### src/rtl/mem_access_ctrl.sv
// Word-access sequencer between the datapath request port and main memory.
// Holds each memory strobe for LATENCY cycles, then issues a one-cycle response.
module mem_access_ctrl #(
  parameter int unsigned ADDR_W  = 17,
  parameter int unsigned LATENCY = 2
) (
  input  logic              clk,
  input  logic              reset,
  input  logic              req_valid,
  output logic              req_ready,
  input  logic              req_write,
  input  logic [ADDR_W-1:0] req_addr,
  input  logic [31:0]       req_wdata,
  output logic              resp_valid,
  output logic [31:0]       resp_rdata,
  output logic              resp_err,
  output logic              memread,
  output logic              memwrite,
  output logic [ADDR_W-1:0] address,
  output logic [31:0]       data_in,
  input  logic [31:0]       data_out
);

  localparam int unsigned CNT_W  = 4;
  localparam int unsigned DATA_W = 32;

  typedef enum logic [1:0] {
    S_IDLE   = 2'd0,
    S_ACCESS = 2'd1,
    S_RESP   = 2'd2
  } state_t;

  state_t              state, state_nx;
  logic [CNT_W-1:0]    wait_cnt, cnt_nx;
  logic                wr_q;
  logic                accept;
  logic                misaligned;
  logic                wr_nx;
  logic                memread_nx, memwrite_nx;
  logic                resp_valid_nx, resp_err_nx;
  logic [DATA_W-1:0]   resp_rdata_nx;

  // Ready is a pure decode so a held request is taken on the first IDLE cycle.
  assign req_ready  = (state == S_IDLE) && !reset;
  assign misaligned = (req_addr[1:0] != 2'b00);

  // Next-state, counter and next values of the registered outputs.
  always_comb begin
    state_nx      = state;
    cnt_nx        = wait_cnt;
    accept        = 1'b0;
    resp_err_nx   = 1'b0;
    resp_rdata_nx = '0;

    unique case (state)
      S_IDLE: begin
        if (req_valid) begin
          accept = 1'b1;
          if (misaligned) begin
            state_nx    = S_RESP;
            resp_err_nx = 1'b1;
          end else begin
            state_nx = S_ACCESS;
            cnt_nx   = CNT_W'(LATENCY - 1);
          end
        end
      end
      S_ACCESS: begin
        if (wait_cnt == '0) begin
          state_nx = S_RESP;
          // Capture the word on the edge that ends the last strobe cycle.
          if (!wr_q) begin
            resp_rdata_nx = data_out;
          end
        end else begin
          cnt_nx = wait_cnt - CNT_W'(1);
        end
      end
      S_RESP: begin
        state_nx = S_IDLE;
      end
      default: begin
        state_nx = S_IDLE;
        cnt_nx   = '0;
      end
    endcase

    wr_nx         = accept ? req_write : wr_q;
    memread_nx    = (state_nx == S_ACCESS) && !wr_nx;
    memwrite_nx   = (state_nx == S_ACCESS) && wr_nx;
    resp_valid_nx = (state_nx == S_RESP);
  end

  // State, counter, request holding registers and registered outputs.
  always_ff @(posedge clk or posedge reset) begin
    if (reset) begin
      state      <= S_IDLE;
      wait_cnt   <= '0;
      wr_q       <= 1'b0;
      address    <= '0;
      data_in    <= '0;
      memread    <= 1'b0;
      memwrite   <= 1'b0;
      resp_valid <= 1'b0;
      resp_err   <= 1'b0;
      resp_rdata <= '0;
    end else begin
      state      <= state_nx;
      wait_cnt   <= cnt_nx;
      memread    <= memread_nx;
      memwrite   <= memwrite_nx;
      resp_valid <= resp_valid_nx;
      resp_err   <= resp_err_nx;
      resp_rdata <= resp_rdata_nx;
      if (accept) begin
        wr_q    <= req_write;
        address <= req_addr;
        data_in <= req_wdata;
      end
    end
  end

endmodule
### config.mk
export PLATFORM = sky130hd
export DESIGN_NAME = mem_access_ctrl
export DESIGN_NICKNAME = d
export VERILOG_FILES = /design/src/rtl/mem_access_ctrl.sv
export SDC_FILE = /design/constraint.sdc
export NUM_CORES = 1
export LEC_CHECK = 0
export BUFFER_PORTS_ARGS = -buffer_cell sky130_fd_sc_hd__buf_2
export CORE_AREA = 4 4 134 97
export CTS_BUF_LIST = sky130_fd_sc_hd__clkbuf_8
export DETAILED_ROUTE_END_ITERATION = 12
export DIE_AREA = 0 0 138 101
export GPL_ROUTABILITY_DRIVEN = 0
export GPL_TIMING_DRIVEN = 0
export PLACE_DENSITY_LB_ADDON = 0.12
export SYNTH_ARGS = -nofsm -noshare
export SYNTH_HDL_FRONTEND = slang
export SYNTH_SLANG_ARGS = --single-unit
### constraint.sdc
create_clock -name clk -period 4.05 [get_ports clk]
set_input_delay 0 -clock clk [delete_from_list [all_inputs] [get_ports clk]]
set_output_delay 0 -clock clk [all_outputs]
set_load 0.03 [all_outputs]
======== Word level (Yosys, flattened, before mapping) ========
Cells that the tools add are included.
cells by class
  add/subtract/negate cells ............... 1
  equality and inequality tests ........... 7
  muxes and demuxes ....................... 17
  bitwise gates (word level) .............. 1
  reductions and logical operators ........ 9
operator list
  cell                   count
  $mux W32               3
  $mux W4                3
  $pmux W4 S3            1
  $mux W1                6
  $mux W2                3
  $ne A2 B2 Y1 const B   3
  $eq A2 B1 Y1 const B   2
  $eq A2 B2 Y1 const B   2
  $logic_not A4 Y1       1
  $pmux W2 S2            1
  $reduce_and A4 Y1      1
  $sub A4 B1 Y4 const B  1
  $logic_and A1 B1 Y1    3
  $logic_not A1 Y1       2
  $logic_not A2 Y1       1
  $reduce_bool A2 Y1     1
  $not A1 Y1             1
storage, ports and cells
  bits in registers ....................... 92
  input port bits ......................... 85
  output and inout port bits .............. 86
  word-level logic and storage cells ...... 45

======== Longest topological paths before layout ========
  depth in word-level cells ............... 6
  depth in mapped cells ................... 6
  depth with buffers taken out ............ 5

======== Worst setup path before layout ========
Ideal clock, no wire load.
  path type ............................... reg-to-reg
  from .................................... register state[0]
  to ...................................... register address[0]
  library setup time ...................... 0.125 ns
  data arrival time ....................... 1.407 ns
  data required time ...................... 3.925 ns
  setup slack ............................. 2.518 ns
  stages on the path, launching flop included .. 5
  path through ............................ dfrtp_1 buf_2 nor3b_4 buf_6 mux2_2
between the ends
  longest elaborated chain between the ends .. 2
ends and longest elaborated chain
  element                 line  text
  from (decl)             33    state_t state, state_nx;
  from (signal assigned)  108   state <= state_nx;
  $logic_not A2 Y1        55    unique case (state)
  $mux W1                 55
  to (signal assigned)    117   address <= req_addr;
  to (decl)               19    output logic [ADDR_W-1:0] address,
Every way passes these cells.
A chain may end at the register's enable or synchronous reset.

======== Final worst setup path ========
  from .................................... register state[0]
  to ...................................... register data_in[29]
between the ends
  longest elaborated chain between the ends .. 2
ends and longest elaborated chain
  element               line  text
  $logic_not A2 Y1      55
  $mux W1               55
  to (signal assigned)  118   data_in <= req_wdata;
  to (decl)             20    output logic [31:0] data_in,
Every way passes these cells.

==> results.cfg <==
[route]
wl_per_cell_um = 13.4
first_pass_iters = 4
routed_via_density = 4.09
routed-wl-met2_um = 4060
drc = 0
vias = 2654
drt-total-wl_um = 8690
antenna_left = 0
first_iter_violations = 83
wl_met3_um = 659
drt-met1-wl_um = 3860
top_layer = met4

[synthesis]
yosysMostFrequentCell = dfrtp_1
ys_seq_area_share_pct = 66.6
netlist_area_sq_mm = 0.00346
yosysUniqueCellTypes = 31
yosys-top-cells-count = dfrtp_1 (92), mux2_2 (46), and2_1 (33)
synth_edf_count = 0
synth_largest_area_cell = dfrtp_1
synth_nets = 309
ys_ff_latch = 92
yosysWarnings = 0
synthFlopType = dfrtp_1
syn-instance-count = 223
synth_top_area_share_pct = 66.6
synth-async-reset-ratio_pct = 100
synth.area.top_cells = dfrtp_1 (67%), mux2_2 (15%), and2_1 (6.0%)
avgSynthCellArea_sq_um = 15.5

[outcome]
status = complete, no violations

[finish]
stdcell_count = 649
fillers = 1050
utilization_pct = 47.7
drive_above_1_share_pct = 50.0
multi_input_area_sq_mm = 0.00102
layout.nets = 574
antenna_cells = 0
syn2layout_area_growth_pct = 60.5
seqCellArea_sq_mm = 0.00230

[timing]
fin_ws_ns = 2.29
slew_viol_final = 0
fmax_ghz = 0.568
max_slew.worst_pin.slew_ns = 0.552
setup_tns_ns = 0
setup_viol = 0
timing.final.crit_period_ns = 1.76
hold_viol = 0
max_slew_margin_pct = 63.2
fin_crit_sh_pct = 43.5
grt_setup_unrepaired = false
worst_clock_skew_ns = 0.0105

[clock_tree]
clkTransAtPathRegs_ns = 0.08
cts_root_buf = clkbuf_8
cts_tree = yes
cts_buffers = 9
cts.path.max_buffers = 2
ctsResizeCount = 0
clkLatencyLatePin_ns = 0.34
cts_hold_buf = 83
htreeDepth = 3
cts_setup_buffers = 0
cts_sinks = 92

[hold_path]
hold_path_class = primary input to flip-flop

[placement]
dp_cells = 551
dp_slack_ns = 2.25
port_buffers = 170
dp_hpwl_um = 6010

[floorplanning]
start_util_pct = 29.7
die_area_sq_mm = 0.0139
die_w_um = 138
die_y_um = 101
core_area_sq_mm = 0.0116
core.rowCount = 33
io_pins = 171

[worst_setup_path]
crit_chain = buf_2 > nor3b_4 > buf_6 > mux2_2
max_stage_delay_ns = 0.52
cp.arrival_ns = 1.99
crit_fanout = 10
worst_setup_path_start_kind = flip-flop
crit_required_ns = 4.28
crit_type = flip-flop to flip-flop
cp-end-kind = flip-flop
cp_slowest_cell = nor3b_4

[power_and_ir_drop]
finalPower_mw = 3.60
ir_drop_mv = 0.281
p_per_area_mw_per_mm2 = 648
leakage_nw = 2.81

[grt]
grt_pass1_vias = 2887
grt_max_degree = 54
antenna_found_initial = 0
gr-total-overflow = 0
gr-usage-all-layers_pct = 13.0
grt_pass1_wl_um = 14600

[flow_run]
cap_violations = 0
## worst paths after layout
kind | start | to | slack, ns | cells past startpoint
max reg2reg | state[0] | data_in[29] | 2.29 | 4
min in group asynchronous | reset | data_in[9] | 0.25 | 3
max in group asynchronous | reset | resp_rdata[24] | 3.15 | 4
max | state[0] | data_in[29] | 2.29 | 4
min | req_valid | resp_valid | 0.07 | 3
min reg2reg | data_in[12] | data_in[12] | 0.49 | 1
## state kept, by name, summed over array words and instances, names as in the netlist
register    count
data_in        32
resp_rdata     32
address        17
wait_cnt        4
state           2
memread         1
memwrite        1
resp_err        1
resp_valid      1
wr_q            1
## layout make-up
cell class,count,share of cell area (%)
buffer,11,2.12
clock buffer,10,2.48
clock inverter,5,0.834
inverter,4,0.316
multi-input combinational,116,18.4
sequential,92,41.5
tap,157,3.54
timing repair buffer,254,30.8
## through the flow
stage | area [sq um] | hold slack, ns
after CTS | 5550 | 0.0363
after global placement | 4510 | 0.205
after detailed placement | 4540 | 0.0924
after floorplan | 3460 | 0.0939
final | 5550 | 0.0678
after global routing | 5550 | 0.0572
## cells by family (layout without fill, tap and decap cells)
| family | after synthesis | count (layout) | share of synthesized area (%) |
|---|---|---|---|
| DFF | 92 | 92 | 66.6 |
| and+or+nand+nor | 53 | 53 | 10.4 |
| muxes | 50 | 50 | 16.3 |
| buffers and inverters | 15 | 284 | 3.83 |
| AOI/OAI and AO/OA | 12 | 12 | 2.53 |
| adders and majority gates | 1 | 1 | 0.362 |
## cell usage in the layout (no fill, tap or decap), types with 3 or more instances in the layout
cell	netlist	layout
buf_2	1	171
dfrtp_1	92	92
dlygate4sd3_1	0	83
mux2_2	46	46
and2_1	33	33
buf_6	10	10
clkbuf_8	0	10
inv_1	4	6
mux2_1	4	4
nor2_1	3	3
a21oi_1	3	3
nor3_1	3	3
## worst max-delay path, delay by kind of cell (launching register included)
kind	cells	cell delay (ns)
multiplexers	1	0.34
buffers and inverters	2	0.42
AND/OR/NAND/NOR	1	0.52
flip-flops	1	0.36
## power breakdown
part	leakage, nW	switching [mW]	internal, mW
combinational	1.55	1.00	0.639
clock	0.106	0.296	0.292
sequential	1.16	0.148	1.22
total	2.81	1.45	2.15
## per-layer routing
layer | vias to the layer above | track usage (%)
li1 | 1287 | -
met1 | 1247 | 16.0
met2 | 108 | 21.3
met3 | 12 | 5.41
met4 | 0 | 3.26
met5 | - | 0
Note: power is estimated with default switching activity, not from simulation.
